--- config.mk ---
export PLATFORM = sky130hd
export DESIGN_NAME = imem_arbiter
export DESIGN_NICKNAME = d
export VERILOG_FILES = /design/src/rtl/ahb_pkg.sv /design/src/rtl/ahb_req_buf.sv /design/src/rtl/imem_arbiter.sv
export SDC_FILE = /design/constraint.sdc
export NUM_CORES = 1
export LEC_CHECK = 0
export ABC_CLOCK_PERIOD_IN_PS = 2500
export CAP_MARGIN = 20
export CORE_MARGIN = 8
export CORE_UTILIZATION = 37
export CTS_CLUSTER_DIAMETER = 40
export DETAILED_ROUTE_END_ITERATION = 16
export GPL_TIMING_DRIVEN = 1
export PLACE_DENSITY = 0.82
export SYNTH_ARGS = -nofsm -noshare
export SYNTH_HDL_FRONTEND = slang
export SYNTH_SLANG_ARGS = --single-unit
--- constraint.sdc ---
create_clock -name clk -period 2.5 [get_ports clk]
set_clock_uncertainty 0.1 [all_clocks]
set_input_delay 0.5 -clock clk [delete_from_list [all_inputs] [get_ports clk]]
set_output_delay 0.5 -clock clk [all_outputs]
set_load 0.1 [all_outputs]
--- src/rtl/ahb_pkg.sv ---
// ahb_pkg: shared AHB-lite encodings and the per-master request record used by
// the instruction-RAM arbiter (imem_arbiter, ahb_req_buf).
//   HTRANS_*  transfer type encodings
//   HSIZE_*   transfer size encodings
//   HRESP_*   response encodings
//   req_t     buffered request {addr, write, size}
//   lane_wben active-low byte-lane write enables for a size/offset pair
package ahb_pkg;

  localparam logic [1:0] HTRANS_IDLE   = 2'd0;
  localparam logic [1:0] HTRANS_BUSY   = 2'd1;
  localparam logic [1:0] HTRANS_NONSEQ = 2'd2;
  localparam logic [1:0] HTRANS_SEQ    = 2'd3;

  localparam logic [2:0] HSIZE_BYTE = 3'd0;
  localparam logic [2:0] HSIZE_HALF = 3'd1;
  localparam logic [2:0] HSIZE_WORD = 3'd2;

  localparam logic HRESP_OKAY  = 1'b0;
  localparam logic HRESP_ERROR = 1'b1;

  typedef struct packed {
    logic [31:0] addr;
    logic        write;
    logic [2:0]  size;
  } req_t;

  // Bit i low enables lane [8i+7:8i]. Misaligned halves/words still use the
  // lanes implied by haddr[1] (half) or all four lanes (word).
  function automatic logic [3:0] lane_wben(input logic [2:0] size, input logic [1:0] a);
    case (size)
      HSIZE_BYTE: lane_wben = ~(4'b0001 << a);
      HSIZE_HALF: lane_wben = a[1] ? 4'b0011 : 4'b1100;
      HSIZE_WORD: lane_wben = 4'b0000;
      default:    lane_wben = 4'b0000;
    endcase
  endfunction

endpackage

--- src/rtl/ahb_req_buf.sv ---
// ahb_req_buf: per-master front end of imem_arbiter. Qualifies the live address
// phase, holds one request that lost arbitration, tracks the read data phase
// and generates hready/hresp/hrdata for its master.
// Optional feature: IMEM_ARB_ERR_EN adds alignment/range checking with a
// two-cycle ERROR response; without it hresp is always OKAY.
// Ports:
//   i_clk, i_rst_n            clock, async active-low reset
//   i_haddr/i_hwrite/i_hsize/i_htrans   master address phase
//   i_grant                   arbiter grants o_req this cycle
//   i_ram_rdata               RAM read data (valid the cycle after the address)
//   o_live                    valid, error-free live address phase
//   o_bvld                    buffered request pending
//   o_req                     buffered request if pending, else the live one
//   o_hrdata/o_hready/o_hresp master response
module ahb_req_buf
  import ahb_pkg::*;
#(
  parameter int          ADDR_W    = 14,
  parameter logic [31:0] BASE_ADDR = 32'h0000_0000
) (
  input  logic        i_clk,
  input  logic        i_rst_n,
  input  logic [31:0] i_haddr,
  input  logic        i_hwrite,
  input  logic [2:0]  i_hsize,
  input  logic [1:0]  i_htrans,
  input  logic        i_grant,
  input  logic [31:0] i_ram_rdata,
  output logic        o_live,
  output logic        o_bvld,
  output req_t        o_req,
  output logic [31:0] o_hrdata,
  output logic        o_hready,
  output logic        o_hresp
);

  req_t r_buf;
  logic r_bvld, r_dp_rd, r_err1, r_err2;
  logic w_active, w_err, w_take;
  req_t w_live_req;

  always_comb begin
    w_active = 1'b0;
    case (i_htrans)
      HTRANS_NONSEQ, HTRANS_SEQ: w_active = 1'b1;
      HTRANS_IDLE, HTRANS_BUSY:  w_active = 1'b0;
      default:                   w_active = 1'b0;
    endcase
  end

`ifdef IMEM_ARB_ERR_EN
  logic [31:0] w_off;
  logic        w_mis, w_oor;
  assign w_off = i_haddr - BASE_ADDR;
  assign w_mis = ((i_hsize == HSIZE_HALF) && i_haddr[0]) ||
                 ((i_hsize == HSIZE_WORD) && (i_haddr[1:0] != 2'b00));
  assign w_oor = (i_haddr < BASE_ADDR) || ((w_off >> (ADDR_W + 2)) != 32'd0);
  assign w_err = w_mis || w_oor;
`else
  logic unused_cfg;
  assign unused_cfg = ^{BASE_ADDR, 32'(ADDR_W)};
  assign w_err = 1'b0;
`endif

  // Reset gates the live request so nothing is granted while reset is held.
  assign w_take     = i_rst_n && o_hready && w_active;
  assign w_live_req = '{addr: i_haddr, write: i_hwrite, size: i_hsize};

  assign o_live   = w_take && !w_err;
  assign o_bvld   = r_bvld;
  assign o_req    = r_bvld ? r_buf : w_live_req;
  assign o_hready = !r_bvld && !r_err1;
  assign o_hresp  = (r_err1 || r_err2) ? HRESP_ERROR : HRESP_OKAY;
  assign o_hrdata = r_dp_rd ? i_ram_rdata : 32'd0;

  always_ff @(posedge i_clk or negedge i_rst_n) begin
    if (!i_rst_n) begin
      r_buf   <= '0;
      r_bvld  <= 1'b0;
      r_dp_rd <= 1'b0;
      r_err1  <= 1'b0;
      r_err2  <= 1'b0;
    end else begin
      r_dp_rd <= i_grant && !o_req.write;
      r_err1  <= w_take && w_err;
      r_err2  <= r_err1;
      if (r_bvld) begin
        if (i_grant) r_bvld <= 1'b0;
      end else if (o_live && !i_grant) begin
        r_bvld <= 1'b1;
        r_buf  <= w_live_req;
      end
    end
  end

endmodule

--- src/rtl/imem_arbiter.sv ---
// imem_arbiter: shares one 32-bit instruction RAM (four byte-lane macros)
// between the SPI loader (spi_*) and the core fetch port (imem_*), both
// AHB-lite. Uncontested accesses run with zero wait states; conflicts are
// resolved round-robin, with the loser held in a one-entry buffer.
// Optional feature: IMEM_ARB_ERR_EN (alignment/window checks, in ahb_req_buf).
// Ports:
//   clk, reset                 clock, async active-low reset
//   spi_*/imem_*               AHB-lite slave ports (haddr, hwrite, hsize,
//                              htrans, hwdata in; hrdata, hready, hresp out)
//   ram_addr/ram_rwn/ram_wben/ram_wdata  RAM control (wben active low)
//   ram_rdata                  RAM read data, one cycle after the address
module imem_arbiter
  import ahb_pkg::*;
#(
  parameter int          ADDR_W    = 14,
  parameter logic [31:0] BASE_ADDR = 32'h0000_0000
) (
  input  logic              clk,
  input  logic              reset,
  input  logic [31:0]       spi_haddr,
  input  logic              spi_hwrite,
  input  logic [2:0]        spi_hsize,
  input  logic [1:0]        spi_htrans,
  input  logic [31:0]       spi_hwdata,
  output logic [31:0]       spi_hrdata,
  output logic              spi_hready,
  output logic              spi_hresp,
  input  logic [31:0]       imem_haddr,
  input  logic              imem_hwrite,
  input  logic [2:0]        imem_hsize,
  input  logic [1:0]        imem_htrans,
  input  logic [31:0]       imem_hwdata,
  output logic [31:0]       imem_hrdata,
  output logic              imem_hready,
  output logic              imem_hresp,
  output logic [ADDR_W-1:0] ram_addr,
  output logic              ram_rwn,
  output logic [3:0]        ram_wben,
  output logic [31:0]       ram_wdata,
  input  logic [31:0]       ram_rdata
);

  logic w_s_live, w_s_bvld, w_i_live, w_i_bvld;
  req_t w_s_req, w_i_req, w_g_req;
  logic w_gnt_s, w_gnt_i, w_any, w_tie;

  logic              r_rr;        // 0: spi wins next tie, 1: imem
  logic              r_wdp;       // write data phase owns the RAM this cycle
  logic              r_wdp_imem;
  logic [3:0]        r_wdp_wben;
  logic [ADDR_W-1:0] r_wdp_addr;

  ahb_req_buf #(.ADDR_W(ADDR_W), .BASE_ADDR(BASE_ADDR)) u_spi (
    .i_clk(clk), .i_rst_n(reset),
    .i_haddr(spi_haddr), .i_hwrite(spi_hwrite), .i_hsize(spi_hsize), .i_htrans(spi_htrans),
    .i_grant(w_gnt_s), .i_ram_rdata(ram_rdata),
    .o_live(w_s_live), .o_bvld(w_s_bvld), .o_req(w_s_req),
    .o_hrdata(spi_hrdata), .o_hready(spi_hready), .o_hresp(spi_hresp)
  );

  ahb_req_buf #(.ADDR_W(ADDR_W), .BASE_ADDR(BASE_ADDR)) u_imem (
    .i_clk(clk), .i_rst_n(reset),
    .i_haddr(imem_haddr), .i_hwrite(imem_hwrite), .i_hsize(imem_hsize), .i_htrans(imem_htrans),
    .i_grant(w_gnt_i), .i_ram_rdata(ram_rdata),
    .o_live(w_i_live), .o_bvld(w_i_bvld), .o_req(w_i_req),
    .o_hrdata(imem_hrdata), .o_hready(imem_hready), .o_hresp(imem_hresp)
  );

  // Ownership: write data phase > buffered request > live address phase.
  // A write's grant reserves the following cycle, so nothing else is granted
  // while r_wdp is set; a request arriving then is buffered.
  always_comb begin
    w_gnt_s = 1'b0;
    w_gnt_i = 1'b0;
    w_tie   = 1'b0;
    if (!r_wdp) begin
      if (w_s_bvld && w_i_bvld) begin
        w_tie   = 1'b1;
        w_gnt_i = r_rr;
        w_gnt_s = !r_rr;
      end else if (w_s_bvld) begin
        w_gnt_s = 1'b1;
      end else if (w_i_bvld) begin
        w_gnt_i = 1'b1;
      end else if (w_s_live && w_i_live) begin
        w_tie   = 1'b1;
        w_gnt_i = r_rr;
        w_gnt_s = !r_rr;
      end else if (w_s_live) begin
        w_gnt_s = 1'b1;
      end else if (w_i_live) begin
        w_gnt_i = 1'b1;
      end
    end
  end

  assign w_any   = w_gnt_s || w_gnt_i;
  assign w_g_req = w_gnt_i ? w_i_req : w_s_req;

  logic unused_hi;
  assign unused_hi = ^w_g_req.addr[31:ADDR_W+2];

  always_ff @(posedge clk or negedge reset) begin
    if (!reset) begin
      r_rr       <= 1'b0;
      r_wdp      <= 1'b0;
      r_wdp_imem <= 1'b0;
      r_wdp_wben <= 4'hF;
      r_wdp_addr <= '0;
    end else begin
      // Pointer moves to the loser, so it only changes on a tie.
      if (w_tie) r_rr <= w_gnt_s;
      r_wdp <= w_any && w_g_req.write;
      if (w_any && w_g_req.write) begin
        r_wdp_imem <= w_gnt_i;
        r_wdp_wben <= lane_wben(w_g_req.size, w_g_req.addr[1:0]);
        r_wdp_addr <= w_g_req.addr[ADDR_W+1:2];
      end
    end
  end

  // Reads address the RAM in their grant cycle; writes in the cycle after.
  always_comb begin
    ram_addr  = '0;
    ram_rwn   = 1'b1;
    ram_wben  = 4'hF;
    ram_wdata = 32'd0;
    if (r_wdp) begin
      ram_addr  = r_wdp_addr;
      ram_rwn   = 1'b0;
      ram_wben  = r_wdp_wben;
      ram_wdata = r_wdp_imem ? imem_hwdata : spi_hwdata;
    end else if (w_any) begin
      ram_addr  = w_g_req.addr[ADDR_W+1:2];
    end
  end

endmodule

==> flow_summary_export.csv <==
group,metric,value,unit
synth,yosysTopAreaCell,"dfrtp_1",
synth,synth_area,0.00450,mm2
status,violations,"negative setup slack",
sta,worst_pin_slew,0.821,ns
clocking,ctsHoldBuffers,0,
synth,netlist.area_leader.share,33.9,%
status,outcome,"finished, violations left",
sta,fin_ws,-0.185,ns
setup_path,critical_path_class,"flop to primary output",
clocking,clk_pin_slew,0.06,ns
sta,timing.hold.ws,0.178,ns
placement,place_inst,826,
sta,finalCritPeriodShare,107,%
floorplanning,die_x,126,um
layout,fin_cells,854,
clocking,clockBufferDepth,2,
grt,antenna_found_initial,2,
grt,grt-ovfl-total,0,
sta,timing.fmax,0.372,GHz
layout,fin_nets,875,
clocking,cts_tree,"built",
clocking,clock_latency,0.33,ns
synth,synth_common_cells,"82 x mux2i_1, 64 x and2_1, 61 x dfrtp_1, 35 x nor2_1, 32 x mux2_2",
synth,synth_warnings,0,
grt,grt_max_degree,66,
setup_path,critPathArrivalTime,2.09,ns
setup_path,cp-start-kind,"flop",
floorplanning,die_area,0.0159,mm2
layout,syn2layout_area_growth,113,%
layout,drive_gt1_share,44.2,%
layout,final_core_util,80.0,%
floorplanning,core_area,0.0120,mm2
worst_hold_path,hold_path_class,"input pin to asynchronous set/reset pin",
routing,routed_wl,20700,um
synth,synth_area_per_cell,10.7,um2
sta,maxSlewHeadroom,45.2,%
placement,portBuffers,256,
routing,drt_pre_antenna_iters,5,
floorplanning,start_util,37.6,%
layout,multiInputGateArea,0.00314,mm2
synth,ys_ff_latch,65,
layout,seq_area,0.00163,mm2
floorplanning,die_h,126,um
synth,synth_async_sr_flop_share,100,%
clocking,cts_buffers,9,
routing,viasPerCell,5.34,
routing,drtAntennaViolNets,0,
routing,wire_per_inst,24.2,um
clocking,cts_root_buf,"clkbuf_16",
flow_run,drv_cap,0,
synth,yosysMostFrequentCell,"mux2i_1",
floorplanning,core.rowCount,40,
placement,place_hpwl,15300,um
grt,track_usage,24.6,%
floorplanning,top_level_ports,293,
setup_path,critical_path_required,1.90,ns
placement,gp_congestion,0.873,
routing,route.detailed.drc,0,
clocking,h-tree-depth,3,
clocking,cts.sinks,65,
synth,synthCells,421,
setup_path,crit_fanout,11,
sta,setup_viol,14,
synth,yosys_most_used_dff,"dfrtp_1",
routing,num_vias,4564,
synth,synth_cell_types,35,
layout,stdcell_area,0.00957,mm2
sta,min_period,2.69,ns
placement,placed_cell_area,0.00904,mm2
grt,grt_pass1_wl,30400,um
sta,finalHoldViolations,0,
sta,rsz0062_at_grt,"yes",
synth,synth_edf_count,0,
synth,yosys-top-cells-area,"dfrtp_1 34%, mux2i_1 18%, mux2_4 9.3%, and2_1 8.9%, mux2_2 8.0%",
setup_path,cp-end-kind,"primary output",
grt,grt_pass1_vias,4897,
synth,seq_area_frac_synth,36.3,%
routing,drt_iter0_drc,253,
sta,slew_viol_final,0,
layout,n_fill_cell,650,
-- registers in the layout, summed over array words and instances, names as in the netlist --
register,flops
u_spi.r_dp_rd,1
u_imem.r_dp_rd,1
u_imem.o_bvld,1
u_spi.r_buf,20
r_wdp_addr,14
r_wdp_wben,4
u_spi.o_bvld,1
r_wdp,1
u_imem.r_buf,20
r_wdp_imem,1
r_rr,1
-- cell families (layout without fill, tap and decap cells) --
kind of cell	count (synthesis)	after routing	share of synthesized area [%]
muxes	142	142	35.6
and+or+nand+nor	131	131	15.9
DFF	65	65	36.3
buffers and inverters	43	327	5.37
AOI/OAI and AO/OA	38	38	6.64
other	1	3	0.0833
xor gates and xnor gates	1	1	0.195
-- area by class of cell --
cell class,count,share of cell area (%)
diodes,1,0.0262
clock buffers,11,2.54
clock inverters,5,0.824
inverters,10,0.523
multi-input cells,314,32.8
flip-flops and latches,65,17.1
well taps,147,1.92
repair buffers,301,44.3
-- per-stage QoR --
| stage | TNS, ns | setup slack (ns) |
|---|---|---|
| global route | -2.59 | -0.220 |
| global placement | -14.74 | -0.380 |
| CTS | -1.93 | -0.170 |
| finish | -2.11 | -0.185 |
| floorplan | -5.68 | -0.294 |
| detailed placement | -17.31 | -0.411 |
-- layout by cell type, fill, tap and decap left out, types with 14 or more instances in the layout --
cell type / netlist / routed
nor2_4: 0 / 19
mux2_2: 32 / 32
o221ai_4: 0 / 14
nand2_1: 19 / 18
clkdlybuf4s50_1: 0 / 136
dfrtp_1: 61 / 59
buf_4: 4 / 26
buf_12: 0 / 128
mux2i_1: 82 / 72
and2_1: 64 / 64
mux2_4: 28 / 28
-- critical path: stages (launching register included) --
cell	delay (ns)
dfrtp_2	0.45
buf_6	0.16
inv_12	0.05
a31oi_4	0.08
or3_4	0.38
buf_12	0.18
o221ai_4	0.23
buf_12	0.21
-- final timing paths --
kind | start | endpoint | slack [ns] | cells after the start
max | u_spi.o_bvld | ram_addr[3] | -0.19 | 7
min | reset | r_wdp_imem | 0.18 | 3
max reg2reg | u_spi.o_bvld | r_wdp_addr[9] | 0.10 | 7
min reg2reg | u_spi.r_buf[7] | u_spi.r_buf[7] | 0.40 | 1
max in group asynchronous | reset | u_imem.o_bvld | 1.22 | 3
min in group clk | u_spi.r_buf[7] | u_spi.r_buf[7] | 0.40 | 1
-- layer usage --
metal	part of all wire [%]	global-route usage (%)	up-vias
met3	6.1	5.82	47
met1	36	26.3	2272
met4	3.3	9.06	2
met5	0.063	0	-
met2	54	46.1	208
li1	-	-	2035
-- what timing repair did --
item,CTS,global route
endpoints found under the setup margin,14,15
resized for setup,26,7
buffers inserted,5,6
pin swaps,5,2
cloned,0,0
Power is not shown: default switching activity piles up to over one toggle a cycle in this logic, so the estimate is an artifact.
